--- src/rtl/judge3_vote_collector.sv ---
// -----------------------------------------------------------------------------
// judge3_vote_collector
//
// Front-end for the three-judge majority voter. Each raw judge button is
// brought into the clk domain with a two-flop synchroniser and then debounced.
// A small state machine opens a timed voting round, collects sticky votes from
// the debounced levels, and presents them frozen to the voter.
//
// Ports:
//   clk          system clock, rising edge
//   rst          synchronous, active-high reset
//   key_a/b/c    raw judge buttons, active-high, asynchronous to clk
//   start        open a voting round (acted on only in IDLE)
//   clear        acknowledge the result and return to IDLE (only in DONE)
//   vote_a/b/c   latched votes, wired to the voter's a/b/c inputs
//   votes_valid  high while in DONE; votes are frozen
//   busy         high while collecting votes
//   round_cnt    number of completed rounds, wraps at 256
// -----------------------------------------------------------------------------
module judge3_vote_collector #(
  parameter int DEBOUNCE_CYCLES = 1000000,
  parameter int VOTE_WINDOW     = 250000000
) (
  input  logic       clk,
  input  logic       rst,
  input  logic       key_a,
  input  logic       key_b,
  input  logic       key_c,
  input  logic       start,
  input  logic       clear,
  output logic       vote_a,
  output logic       vote_b,
  output logic       vote_c,
  output logic       votes_valid,
  output logic       busy,
  output logic [7:0] round_cnt
);

  localparam int CW = $clog2(DEBOUNCE_CYCLES);
  localparam int TW = $clog2(VOTE_WINDOW);
  localparam logic [CW-1:0] DEB_LAST = CW'(DEBOUNCE_CYCLES - 1);
  localparam logic [TW-1:0] WIN_LAST = TW'(VOTE_WINDOW - 1);

  typedef enum logic [1:0] {
    S_IDLE    = 2'd0,
    S_COLLECT = 2'd1,
    S_DONE    = 2'd2
  } state_t;

  // Bit 2 = judge A, bit 1 = judge B, bit 0 = judge C throughout.
  logic [2:0]    key_raw;
  logic [2:0]    sync1_q, sync1_d;
  logic [2:0]    sync2_q, sync2_d;
  logic [2:0]    deb_q,   deb_d;
  logic [CW-1:0] cnt_q [3];
  logic [CW-1:0] cnt_d [3];

  state_t        state_q, state_d;
  logic [2:0]    vote_q,  vote_d;
  logic [TW-1:0] timer_q, timer_d;
  logic [7:0]    round_q, round_d;

  assign key_raw = {key_a, key_b, key_c};

  // ---------------------------------------------------------------------------
  // Synchroniser and debounce: a key level must disagree with the debounced
  // level for DEBOUNCE_CYCLES consecutive cycles before it is accepted. Any
  // agreeing cycle restarts the count, so short glitches are swallowed.
  // ---------------------------------------------------------------------------
  always_comb begin
    // NOTE: every signal driven here gets a default first, so no path leaves it
    // unassigned and no latch is inferred.
    sync1_d = key_raw;
    sync2_d = sync1_q;
    deb_d   = deb_q;
    for (int i = 0; i < 3; i++) begin
      cnt_d[i] = '0;
      if (sync2_q[i] != deb_q[i]) begin
        if (cnt_q[i] == DEB_LAST) begin
          deb_d[i] = sync2_q[i];
        end else begin
          cnt_d[i] = cnt_q[i] + CW'(1);
        end
      end
    end
  end

  // ---------------------------------------------------------------------------
  // Round control: next state plus the vote, timer and round-count datapath.
  // ---------------------------------------------------------------------------
  always_comb begin
    state_d = state_q;
    vote_d  = vote_q;
    timer_d = timer_q;
    round_d = round_q;
    unique case (state_q)
      S_IDLE: begin
        if (start) begin
          state_d = S_COLLECT;
          vote_d  = '0;
          timer_d = '0;
        end
      end
      S_COLLECT: begin
        // Votes are sticky: releasing a key never withdraws a vote.
        vote_d  = vote_q | deb_q;
        timer_d = timer_q + TW'(1);
        // Early close on the edge the last vote latches, or timeout after
        // exactly VOTE_WINDOW collecting cycles; a vote latched on the timeout
        // edge is kept.
        if ((&vote_d) || (timer_q == WIN_LAST)) begin
          state_d = S_DONE;
          round_d = round_q + 8'd1;
        end
      end
      S_DONE: begin
        if (clear) begin
          state_d = S_IDLE;
          vote_d  = '0;
        end
      end
      default: begin
        state_d = S_IDLE;
        vote_d  = '0;
      end
    endcase
  end

  // ---------------------------------------------------------------------------
  // State register.
  // ---------------------------------------------------------------------------
  always_ff @(posedge clk) begin
    // NOTE: reset is synchronous and also clears the synchroniser flops, so the
    // first debounced samples after reset are known zeros rather than stale
    // key levels.
    if (rst) begin
      sync1_q <= '0;
      sync2_q <= '0;
      deb_q   <= '0;
      cnt_q   <= '{default: '0};
      state_q <= S_IDLE;
      vote_q  <= '0;
      timer_q <= '0;
      round_q <= '0;
    end else begin
      // NOTE: non-blocking assignments keep every flop sampling the values
      // from before this edge, independent of statement order.
      sync1_q <= sync1_d;
      sync2_q <= sync2_d;
      deb_q   <= deb_d;
      cnt_q   <= cnt_d;
      state_q <= state_d;
      vote_q  <= vote_d;
      timer_q <= timer_d;
      round_q <= round_d;
    end
  end

  // ---------------------------------------------------------------------------
  // Outputs: pure decodes of registers, no path from key/start/clear.
  // ---------------------------------------------------------------------------
  always_comb begin
    vote_a      = vote_q[2];
    vote_b      = vote_q[1];
    vote_c      = vote_q[0];
    votes_valid = (state_q == S_DONE);
    busy        = (state_q == S_COLLECT);
    round_cnt   = round_q;
  end

endmodule

--- config.mk ---
export PLATFORM = sky130hd
export DESIGN_NAME = judge3_vote_collector
export DESIGN_NICKNAME = d
export VERILOG_FILES = /design/src/rtl/judge3_vote_collector.sv
export SDC_FILE = /design/constraint.sdc
export NUM_CORES = 1
export LEC_CHECK = 0
export CELL_PAD_IN_SITES_DETAIL_PLACEMENT = 1
export CELL_PAD_IN_SITES_GLOBAL_PLACEMENT = 1
export CORE_MARGIN = 4
export CORE_UTILIZATION = 50
export CTS_CLUSTER_DIAMETER = 120
export DETAILED_ROUTE_END_ITERATION = 7
export PLACE_DENSITY_LB_ADDON = 0.1
export SYNTH_ARGS = -nofsm -noshare
export SYNTH_HDL_FRONTEND = slang
export SYNTH_SLANG_ARGS = --single-unit
--- constraint.sdc ---
create_clock -name clk -period 3.15 [get_ports clk]
set_input_delay 0.4725 -clock clk [delete_from_list [all_inputs] [get_ports clk]]
set_output_delay 0.4725 -clock clk [all_outputs]
set_load 0.01 [all_outputs]
==> results of run 1 <==
## final cells by class
cell class	instances	area share
inverter	11	0.00769
clock inverter	3	0.0128
timing repair buffer	20	0.0359
sequential	110	0.410
clock buffer	11	0.0263
multi-input combinational	422	0.477
tap	129	0.0301
## synth_stat cells, types with 2 or more instances
| cell type | number | share of area |
|---|---|---|
| a21oi_1 | 27 | 0.028 |
| a22oi_1 | 3 | 0.0046 |
| a311oi_1 | 2 | 0.0036 |
| and2_1 | 2 | 0.0026 |
| and3_1 | 13 | 0.017 |
| and4_1 | 6 | 0.011 |
| buf_2 | 2 | 0.0021 |
| clkbuf_1 | 15 | 0.012 |
| dfxtp_1 | 110 | 0.45 |
| ha_1 | 5 | 0.013 |
| inv_1 | 10 | 0.0077 |
| mux2_2 | 5 | 0.012 |
| mux2i_1 | 6 | 0.012 |
| nand2_1 | 43 | 0.033 |
| nand2b_1 | 4 | 0.0051 |
| nand3_1 | 39 | 0.040 |
| nand4_1 | 21 | 0.027 |
| nand4_2 | 3 | 0.0077 |
| nor2_1 | 97 | 0.075 |
| nor2b_1 | 10 | 0.013 |
| nor3_1 | 7 | 0.0072 |
| nor4_1 | 9 | 0.012 |
| nor4_4 | 3 | 0.013 |
| o211ai_1 | 9 | 0.014 |
| o21ai_0 | 7 | 0.0072 |
| o311ai_0 | 2 | 0.0036 |
| or2_2 | 3 | 0.0039 |
| or3_1 | 19 | 0.024 |
| or4_1 | 4 | 0.0062 |
| xnor2_1 | 24 | 0.043 |
| xor2_1 | 34 | 0.061 |
## layer usage
metal  global-route usage  routed length (µm)  share of wire  up-vias
met5                    0                   0              0        -
met4               0.0694                 143          0.013        0
met3               0.0403                 322          0.030       12
met2                0.336                5010           0.47       43
met1                0.255                5140           0.48     1904
li1                     -                   -              -     1979
## registers in the layout (all words and copies together) (netlist names)
signal and count:
cnt_q 60, deb_q 3, round_cnt 8, state_q 2
sync1_q 3, sync2_q 3, timer_q 28, vote_q 3
## power by group
| part | switching (mW) | internal, mW |
|---|---|---|
| clock network | 0.454 | 0.464 |
| registers | 0.00604 | 1.40 |
| logic | 0.0432 | 0.0183 |
## worst register-to-register path: stages (launching register included)
cell and delay [ns]:
dfxtp_1 0.40, nand2b_1 0.47, clkinv_1 0.46, a22oi_2 0.66
mux2i_1 0.26, nor2_1 0.06
## logic make-up (layout without fill, tap and decap cells)
logic type / Yosys count / count (layout) / share of synthesized area
multiplexers: 11 / 11 / 0.0239
flip-flops: 110 / 110 / 0.452
AO/OA/AOI/OAI: 57 / 57 / 0.0727
buffers and inverters: 28 / 45 / 0.0221
XOR/XNOR: 58 / 58 / 0.104
AND/OR/NAND/NOR: 291 / 291 / 0.312
adder cells (fa/ha/maj): 5 / 5 / 0.0128
## worst max path at each step
stage | from | end | slack [ns] | cells after the start
final | state_q[1]$_SDFFE_PP0P_ | busy | 0.38 | 3
after global routing | state_q[1]$_SDFFE_PP0P_ | busy | 0.17 | 3
after CTS | state_q[1]$_SDFFE_PP0P_ | busy | 0.36 | 3
after detailed placement | state_q[1]$_SDFFE_PP0P_ | round_cnt[1]$_SDFFE_PP0P_ | 0.77 | 5
after global placement | state_q[1]$_SDFFE_PP0P_ | busy | 0.83 | 3
after floorplan | timer_q[24]$_SDFFE_PP0P_ | round_cnt[7]$_SDFFE_PP0P_ | 1.21 | 5
==> results.md, run 1 <==
* Most common cell after layout, fill and taps aside: dfxtp_1
* I/O pin cnt at 20
* Final-stage net count at between 500 and 600
* Vertical die dimension at between 100 and 150 µm
* Tcrit/Tclk final at 0.880
* Buffers added on ports at 19
* Final instance area at 0.00537 mm²
* Total gr overflow at 0
* Final cell utilization of the core at 0.573
* First-pass GRT wire length at around 19 mm
* Initial Util at 0.520
* Worst IR drop on VDD at 0.000303 V
* HP Class: flop to flop
* Signal arrival time at the worst endpoint at approximately 2.3 ns
* Buffering stage count on the worst path with inverters included at 2
* Cell count of the worst hold path at 1
* Pre-CTS worst setup slack at about 0.77 ns
* Post-DRT Antenna Nets at 0
* Total global routing track utilization at 0.200
* Count of max-cap constraint violations at 0
* Core area at ~0.0094 mm²
* Result of the run: complete, no violations
* Reg2reg setup slack at roughly 0.75 ns
* Highest achievable clock rate at about 0.36 GHz
* Startpoint-to-endpoint class of the critical path: flop to primary output
* Cells resized by post-CTS repair at 0
* Clock insertion delay at the later pin of the skew report at 0.38 ns
* Largest net degree at the start of global routing at 37
* Wire per inst at around 15 µm
* Total power divided by cell area at approximately 440 mW/mm²
* Total setup buffers inserted after CTS at 0
* # rows at 35
* Nature of the critical path startpoint: flop
* FF+latch area at around 0.0022 mm²
* Series of cell instances along the critical path: nand2b_1 > clkinv_1 > clkdlybuf4s50_1
* Worst reg2reg path endpoint: round_cnt[1]$_SDFFE_PP0P_
* Post-Syn Area at 0.00487 mm²
* Diode insertion count for antenna repair at 0
* Leading cell types in the layout, fill and taps excluded: dfxtp_1, nor2_1, nand2_1, nand3_1, xor2_1
* Average size of a mapped cell at ~8.7 µm²
* Final routed DRC violation total at 0
* Number of vias after detailed routing at a little under 4,000
* Count of cells along the worst register-to-register path at 5
* Total nets after synthesis at between 500 and 600
* Number of warning messages in the yosys log at 0
* Width of the die at 107 µm
* Power after layout at ~2.4 mW
* Number of antenna violations at the first check in global routing at 0
* Critical R2R Launch: state_q[1]$_SDFFE_PP0P_
* CTS hold repair buffers at 0
* Weighted congestion at the end of routability-driven global placement at ~0.77
* Part of the Yosys area used for sequential elements at 0.452
* Hold Fails Final Rpt at 0
* Area Overhead vs Synth at 10.2%
* Starting DRC count in detailed routing at roughly 150
* Slew at the pin closest to its max-slew limit at about 1.1 ns
* Startpoint of the tightest hold check path: sync1_q[2]$_SDFF_PP0_
* Number of enable-type register cells in the synthesized netlist at 0
* Vias in the first global route at 4,024
* Hold Worst Slack at between 0.4 and 0.5 ns
* CTS HTree Levels at 3
* Setup violations, final at 0
* Clock period minus worst slack at approximately 2.8 ns
* Multi-input gate area at between 0.002 and 0.003 mm²
* Static Leak at roughly 1.7 nW
* Cts bufs inserted at 9
* Critical-path top delay cell: clkdlybuf4s50_1
* Total negative slack at 0 ns
* Leading register cell type out of synthesis: dfxtp_1
* Final Skew at roughly 0.012 ns
* Cells after DPL at between 600 and 700
* Post-route non-filler standard cell count at approximately 710
* Largest incremental delay on the critical path at approximately 0.6 ns
* Crit path setup slack, layout at ~0.38 ns
* Filler Cell Count at ~1,200
* Data required, critical path at 2.68 ns
* Sink Count at 110
* Root buffer selected by CTS: clkbuf_8
* Die area at 0.0114 mm²
* Cells after synthesis at 560
* Fraction of layout cells with a size suffix above 1 at 0.0555
* Half-perimeter wire length after detailed placement at approximately 7.4 mm
* Clock-pin slew on the worst setup and hold paths at around 0.10 ns
* Relative max-transition margin at 0.290
* Clock tree from TritonCTS: done
* Area of placed instances at slightly above 0.005 mm²
* Worst Hold Path EP: sync2_q[2]$_SDFF_PP0_
* Per-cell via count in the routed design at 5.58
* Total wire length at between 10 and 15 mm
* Yosys reg bits at 110
* Number of pins with negative max-slew slack in the final report at 0
* Element type at the critical path end: primary output
* Synth async-reset ratio at 0
* Count of distinct cell types in the synthesized netlist at 47
* Unrepaired setup endpoints after global routing: no
* Top cell family by delay on the critical path: buffers and inverters
* Maximum fanout along the worst path at 12
* Number of buffers between clock root and the deepest sink at 2
* Detailed-router iteration count before antenna repair at 5
No activity file was read; power rests on OpenSTA's default activity.
==> run 2, diff against run 1 <==
--- a/config.mk
+++ b/config.mk
@@ -9,6 +9,7 @@
 export CELL_PAD_IN_SITES_GLOBAL_PLACEMENT = 1
 export CORE_MARGIN = 4
 export CORE_UTILIZATION = 50
+export CTS_BUF_LIST = sky130_fd_sc_hd__clkbuf_16
 export CTS_CLUSTER_DIAMETER = 120
 export DETAILED_ROUTE_END_ITERATION = 7
 export PLACE_DENSITY_LB_ADDON = 0.1
==> run 2 against run 1 <==
Worst hold slack worse by 0.0071 ns. Clock-buffer cell count fell by 2. Worst setup slack improved by 0.061 ns. Wire length increased by 1.8%. Non-clock buffer count unchanged. Critical path type unchanged. Largest cell class unchanged. Highest routed layer unchanged.
==> results.md, run 2 (same netlist as run 1, synthesis figures left out) <==
* Result of the run: complete, no violations
* Switching Power at 0.536 mW (+6.4%)
* Startpoint-to-endpoint class of the critical path: flop to primary output
* Buffering stage count on the worst path with inverters included at 2 (unchanged)
* Clock tree from TritonCTS: done
* Highest layer used for signal routing: met4
* Nature of the critical path startpoint: flop
* Area of placed instances at 0.00516 mm² (unchanged)
* Wire per inst at 15.3 µm (+1.8%)
* Critical-path top delay cell: clkdlybuf4s50_1
* Tcrit/Tclk final at 0.861 (-0.0194)
* Hold Worst Slack at 0.447 ns (-0.00710 ns)
* Signal arrival time at the worst endpoint at 2.24 ns (-0.06 ns)
* Clock insertion delay at the later pin of the skew report at 0.34 ns (-0.04 ns)
* Largest incremental delay on the critical path at 0.59 ns (about the same)
* Post-DRT Antenna Nets at 0 (unchanged)
* Static Leak at 1.75 nW (+2.6%)
* Highest achievable clock rate at 0.369 GHz (+2.3%)
* Reg2reg setup slack at 0.78 ns (+0.03 ns)
* Most common cell after layout, fill and taps aside: dfxtp_1
* Cell count of the worst hold path at 1 (unchanged)
* Depth of the critical timing path with buffers and inverters included at 3 (unchanged)
* Starting DRC count in detailed routing at 150 (+3.4%)
* First-pass GRT wire length at 19.1 mm (+1.8%)
* Clock period minus worst slack at 2.71 ns (-0.0613 ns)
* Relative max-transition margin at 0.263 (-0.0270)
* Count of max-cap constraint violations at 0 (unchanged)
* Part of the power in registers at 0.532 (-0.057)
* Largest net degree at the start of global routing at 37 (unchanged)
* Element type at the critical path end: primary output
* Width of the die at 107 µm (unchanged)
* Final Skew at 0.0101 ns (-0.00241 ns)
* Slew at the pin closest to its max-slew limit at 1.09 ns (+0.0401 ns)
* Cells resized by post-CTS repair at 0 (unchanged)
* CTS HTree Levels at 3 (unchanged)
* Final routed DRC violation total at 0 (unchanged)
* Sink Count at 110 (unchanged)
* Power after layout at 2.64 mW (+11%)
* # rows at 35 (unchanged)
* Top cell family by delay on the critical path: buffers and inverters
* Core area at 0.00937 mm² (unchanged)
* Diode insertion count for antenna repair at 0 (unchanged)
* CTS hold repair buffers at 0 (unchanged)
* Total global routing track utilization at 0.203 (+0.00296)
* Number of pins with negative max-slew slack in the final report at 0 (unchanged)
* Int Power at 2.10 mW (+12%)
* Number of flip-flops under the largest register name at 60 (unchanged)
* Count of cells along the worst register-to-register path at 5 (unchanged)
* Total gr overflow at 0 (unchanged)
* HP Class: flop to flop
* Total negative slack at 0 ns (unchanged)
* Buffers added on ports at 19 (unchanged)
* Sw Ratio at 0.203 (-0.00814)
* Die area at 0.0114 mm² (unchanged)
* Number of vias after detailed routing at 3,962 (+0.61%)
* Most flops, register: cnt_q
* Clk network pwr share at 0.444 (+0.058)
* Leading cell types in the layout, fill and taps excluded: dfxtp_1, nor2_1, nand2_1, nand3_1, xor2_1
* Met3 Routed Length at 267 µm (-17%)
* Clock-pin slew on the worst setup and hold paths at 0.07 ns (-0.03 ns)
* Total wire length at 10.8 mm (+1.8%)
* Half-perimeter wire length after detailed placement at 7.41 mm (unchanged)
* Fraction of layout cells with a size suffix above 1 at 0.0537 (-0.00173)
* Comb pwr share at 0.023 (-0.003)
* Vertical die dimension at 107 µm (unchanged)
* Area Overhead vs Synth at 12.1%
* Weighted congestion at the end of routability-driven global placement at 0.774 (unchanged)
* I/O pin cnt at 20 (unchanged)
* Initial Util at 0.520 (unchanged)
* Final-stage net count at 586 (unchanged)
* Cts bufs inserted at 9 (unchanged)
* Per-cell via count in the routed design at 5.61 (+0.61%)
* Setup violations, final at 0 (unchanged)
* Hold Fails Final Rpt at 0 (unchanged)
* Maximum fanout along the worst path at 12 (unchanged)
* Worst IR drop on VDD at 0.000259 V (-14%)
* Vias in the first global route at 4,093 (+1.7%)
* Final instance area at 0.00546 mm² (+1.7%)
* Detailed-router iteration count before antenna repair at 4 (-1)
* Number of buffers between clock root and the deepest sink at 2 (unchanged)
* Total setup buffers inserted after CTS at 0 (unchanged)
* Root buffer selected by CTS: clkbuf_16
* Number of antenna violations at the first check in global routing at 0 (unchanged)
* Total power divided by cell area at 483 mW/mm² (+8.8%)
* Post-Route M1 WL at 5.17 mm (+0.56%)
* Series of cell instances along the critical path: nand2b_1 > clkinv_1 > clkdlybuf4s50_1
* Routed length on met2 at 5.23 mm (+4.4%)
* Unrepaired setup endpoints after global routing: no
* Data required, critical path at 2.68 ns (about the same)
[run 2: cell count changes in the layout (fill, tap and decap cells not counted)]
cell	previous run	this run
clkbuf_8	10	0
inv_1	10	11
clkbuf_16	0	9
clkinv_1	1	2
clkbuf_1	1	0
[run 2: power by group through the flow]
| stage | clock network [mW] | registers [mW] | logic (mW) |
|---|---|---|---|
| after CTS | 1.20 | 1.40 | 0.0631 |
| after floorplan | 0 | 1.43 | 0.0422 |
| after global placement | 0 | 1.43 | 0.0614 |
| after global routing | 1.26 | 1.40 | 0.0698 |
| after detailed placement | 0 | 1.44 | 0.0625 |
| final | 1.17 | 1.40 | 0.0615 |
[run 2: path summary, 6_finish.rpt]
kind,to,startpoint
setup / recovery,busy,state_q[1]$_SDFFE_PP0P_
hold / removal,sync2_q[2]$_SDFF_PP0_,sync1_q[2]$_SDFF_PP0_
setup reg to reg,round_cnt[1]$_SDFFE_PP0P_,state_q[1]$_SDFFE_PP0P_
hold reg to reg,sync2_q[2]$_SDFF_PP0_,sync1_q[2]$_SDFF_PP0_
[run 2: cell type report]
class                   instances  area [µm²]
clock buffers                   9         225
clock inverters                 5        76.3
fillers                      1149        3910
inverters                      11        41.3
multi-input cells             422        2560
flip-flops and latches        110        2200
well taps                     129         161
repair buffers                 20         193
[run 2: per-stage QoR]
stage	instances	worst slack, ns	util
2_1_floorplan	560	1.21	-
4_1_cts	706	0.417	0.583
3_5_place_dp	692	0.766	0.551
5_1_grt	706	0.235	0.583
6_report	706	0.438	0.583
3_3_place_gp	692	0.827	0.551
[run 2: per-layer routing]
metal / up-vias / GRT usage
li1: 1980 / -
met1: 1928 / 0.256
met2: 42 / 0.352
met3: 12 / 0.0373
met4: 0 / 0.0594
met5: - / 0
==> run 3, diff against run 2 <==
--- a/config.mk
+++ b/config.mk
@@ -5,10 +5,12 @@
 export SDC_FILE = /design/constraint.sdc
 export NUM_CORES = 1
 export LEC_CHECK = 0
+export ABC_AREA = 1
+export CAP_MARGIN = 20
 export CELL_PAD_IN_SITES_DETAIL_PLACEMENT = 1
 export CELL_PAD_IN_SITES_GLOBAL_PLACEMENT = 1
 export CORE_MARGIN = 4
-export CORE_UTILIZATION = 50
+export CORE_UTILIZATION = 48
 export CTS_BUF_LIST = sky130_fd_sc_hd__clkbuf_16
 export CTS_CLUSTER_DIAMETER = 120
 export DETAILED_ROUTE_END_ITERATION = 7
==> run 3 against run 2 <==
Combinational power is 32% higher. Total power shrank 4.3%. Design area grew 12%. Clock power down 11%. Flip-flop and latch count stayed put. Die area up 17%. Final cell count rose by 40%. Worst hold slack got worse by 0.034 ns. Wire length grew 35%. First-iteration DRC count increased by 51%.
==> results.md, run 3 <==
* Result of the run: complete, no violations
* Reg2reg setup slack at 1.02 ns (+0.24 ns)
* Yosys reg bits at 110 (unchanged)
* Cells after synthesis at 823 (+47%)
* Detailed-router iteration count before antenna repair at 4 (unchanged)
* Final-stage net count at 851 (+45%)
* Synth area leaders: dfxtp_1, nand2_1, nor2_1
* Final Skew at 0.00707 ns (-0.00301 ns)
* Slew at the pin closest to its max-slew limit at 0.702 ns (-0.393 ns)
* Total global routing track utilization at 0.230 (+0.0278)
* Weighted congestion at the end of routability-driven global placement at 0.853 (+10%)
* Number of vias after detailed routing at 5,316 (+34%)
* Area of placed instances at 0.00586 mm² (+14%)
* First-pass GRT wire length at 25.0 mm (+31%)
* Static Leak at 2.11 nW (+21%)
* Area Overhead vs Synth at 9.87%
* Initial Util at 0.489 (-0.0306)
* Signal arrival time at the worst endpoint at 1.90 ns (-0.34 ns)
* Nature of the critical path startpoint: flop
* Buffers added on ports at 19 (unchanged)
* Series of cell instances along the critical path: nand2_2 > inv_2 > clkdlybuf4s50_1
* Total setup buffers inserted after CTS at 0 (unchanged)
* Highest achievable clock rate at 0.422 GHz (+14%)
* Clock tree from TritonCTS: done
* Count of distinct cell types in the synthesized netlist at 38 (-19%)
* Post-synthesis cell type with the largest combined area: dfxtp_1
* Largest net degree at the start of global routing at 30 (-19%)
* Comb pwr share at 0.032 (+0.009)
* Per-cell via count in the routed design at 5.39 (-3.9%)
* Cells resized by post-CTS repair at 0 (unchanged)
* Vertical die dimension at 116 µm (+8.4%)
* Post-Syn Area at 0.00556 mm² (+14%)
* Number of antenna violations at the first check in global routing at 0 (unchanged)
* Sw Ratio at 0.230 (+0.0270)
* Synth cell count leaders: nand2_1, nor2_1, dfxtp_1
* Hold Fails Final Rpt at 0 (unchanged)
* Tcrit/Tclk final at 0.753 (-0.108)
* Total negative slack at 0 ns (unchanged)
* Unrepaired setup endpoints after global routing: no
* Clk network pwr share at 0.412 (-0.032)
* Part of the power in registers at 0.556 (+0.024)
* Sink Count at 110 (unchanged)
* # rows at 39 (+11%)
* Worst reg2reg path endpoint: cnt_q[55]$_SDFF_PP0_
* Number of flip-flops under the largest register name at 60 (unchanged)
* Final routed DRC violation total at 0 (unchanged)
* Average size of a mapped cell at 6.76 µm² (-22%)
* Core area at 0.0114 mm² (+21%)
* Cell with the most instances after synthesis: nand2_1
* Buffering stage count on the worst path with inverters included at 2 (unchanged)
* Int Power at 1.94 mW (-7.6%)
* CTS hold repair buffers at 0 (unchanged)
* Element type at the critical path end: primary output
* Leading register cell type out of synthesis: dfxtp_1
* Half-perimeter wire length after detailed placement at 10.9 mm (+47%)
* Number of warning messages in the yosys log at 0 (unchanged)
* Leading cell types in the layout, fill and taps excluded: nand2_1, nor2_1, dfxtp_1, inv_1
* Vias in the first global route at 5,563 (+36%)
* Root buffer selected by CTS: clkbuf_16
* Total wire length at 14.6 mm (+35%)
* Total gr overflow at 0 (unchanged)
* I/O pin cnt at 20 (unchanged)
* Top cell family by delay on the critical path: buffers and inverters
* Relative max-transition margin at 0.531 (+0.268)
* Maximum fanout along the worst path at 22 (+10)
* Data required, critical path at 2.68 ns (about the same)
* Clock-pin slew on the worst setup and hold paths at 0.07 ns (about the same)
* Setup violations, final at 0 (unchanged)
* Diode insertion count for antenna repair at 0 (unchanged)
* Total nets after synthesis at 835 (+46%)
* Cell count of the worst hold path at 2 (+1)
* Die area at 0.0134 mm² (+17%)
* Number of enable-type register cells in the synthesized netlist at 0 (unchanged)
* Part of the Yosys area used for sequential elements at 0.396 (-0.0561)
* Clock insertion delay at the later pin of the skew report at 0.36 ns (+0.02 ns)
* Startpoint-to-endpoint class of the critical path: flop to primary output
* CTS HTree Levels at 3 (unchanged)
* Count of cells along the worst register-to-register path at 7 (+2)
* Count of max-cap constraint violations at 0 (unchanged)
* Switching Power at 0.580 mW (+8.4%)
* Endpoint of the worst setup timing path: busy
* Cts bufs inserted at 9 (unchanged)
* Final instance area at 0.00611 mm² (+12%)
* Critical R2R Launch: cnt_q[40]$_SDFF_PP0_
* Largest incremental delay on the critical path at 0.62 ns (+0.03 ns)
* HP Class: flop to flop
* CP Launch Point: state_q[0]$_SDFFE_PP0P_
* Number of buffers between clock root and the deepest sink at 2 (unchanged)
* Number of pins with negative max-slew slack in the final report at 0 (unchanged)
* Starting DRC count in detailed routing at 226 (+51%)
* Total power divided by cell area at 413 mW/mm² (-15%)
* Most flops, register: cnt_q
* Clock period minus worst slack at 2.37 ns (-0.341 ns)
* Fraction of layout cells with a size suffix above 1 at 0.0676 (+0.0139)
* Wire per inst at 14.8 µm (-3.3%)
* Post-DRT Antenna Nets at 0 (unchanged)
* Synth async-reset ratio at 0 (unchanged)
* Critical-path top delay cell: clkdlybuf4s50_1
* Depth of the critical timing path with buffers and inverters included at 3 (unchanged)
* Proportion of netlist area held by the largest area contributor at 0.396 (-0.0561)
* Width of the die at 116 µm (+8.4%)
* Worst IR drop on VDD at 0.000391 V (+51%)
* Most common cell after layout, fill and taps aside: nand2_1
-- run 3: cell types whose count changed after synthesis, moves of 10 or more --
cell,change
nand2_1,+147
inv_1,+86
or3_1,-19
nor3_1,+18
o21ai_0,+17
nor2b_1,-10
xnor2_1,-14
and3_1,-11
xor2_1,-23
a21oi_1,+30
nor2_2,+11
nor2_1,+27
nand3_1,+18
-- run 3: final cells by class --
class	count	area (µm²)
Inverter	100	375
Multi-Input combinational cell	597	2900
Tap cell	143	179
Sequential cell	110	2200
Clock inverter	6	30.0
Clock buffer	9	225
Timing Repair Buffer	21	205
Fill cell	1565	5260
-- run 3: per-layer routing --
layer,up-vias,share of wire,track usage
met4,0,0.024,0.0905
met1,2562,0.44,0.258
met2,56,0.52,0.429
li1,2671,-,-
met3,27,0.024,0.0439
met5,-,0,0
-- run 3: per-stage QoR --
step / hold WS (ns) / power, mW / util / worst slack, ns / instances
3_3_place_gp: 0.403 / 1.51 / 0.515 / 0.736 / 971
6_report: 0.414 / 2.52 / 0.538 / 0.779 / 986
4_1_cts: 0.418 / 2.55 / 0.538 / 0.776 / 986
2_1_floorplan: 0.388 / 1.49 / - / 1.61 / 823
3_5_place_dp: 0.411 / 1.52 / 0.515 / 0.691 / 971
5_1_grt: 0.435 / 2.61 / 0.538 / 0.705 / 986
-- run 3: worst register-to-register path: cells and delay by family (launching register included) --
kind / cells / cell delay [ns]
simple gates: 6 / 1.39
flops: 1 / 0.40
fa+ha+maj: 1 / 0.25
-- run 3: worst min-delay path by stage --
stage | startpoint | to | slack, ns
after floorplan | sync1_q[0]$_SDFF_PP0_ | sync2_q[0]$_SDFF_PP0_ | 0.39
after global placement | sync1_q[0]$_SDFF_PP0_ | sync2_q[0]$_SDFF_PP0_ | 0.40
after detailed placement | sync1_q[2]$_SDFF_PP0_ | sync2_q[2]$_SDFF_PP0_ | 0.41
after CTS | sync1_q[0]$_SDFF_PP0_ | sync2_q[0]$_SDFF_PP0_ | 0.42
after global routing | sync1_q[0]$_SDFF_PP0_ | sync2_q[0]$_SDFF_PP0_ | 0.44
final | sync1_q[2]$_SDFF_PP0_ | sync2_q[2]$_SDFF_PP0_ | 0.41
-- run 3: logic make-up after synthesis --
logic type,share of synthesized area
flops,0.396
simple gates,0.386
xor+xnor,0.0331
compound gates,0.0904
fa+ha+maj,0.0112
buf+inv,0.0837
-- run 3: power by group through the flow --
stage | combinational [mW] | sequential [mW] | clock (mW)
4_1_cts | 0.0823 | 1.40 | 1.06
3_3_place_gp | 0.0788 | 1.43 | 0
6_report | 0.0809 | 1.40 | 1.04
2_1_floorplan | 0.0546 | 1.43 | 0
3_5_place_dp | 0.0819 | 1.44 | 0
5_1_grt | 0.0902 | 1.40 | 1.11
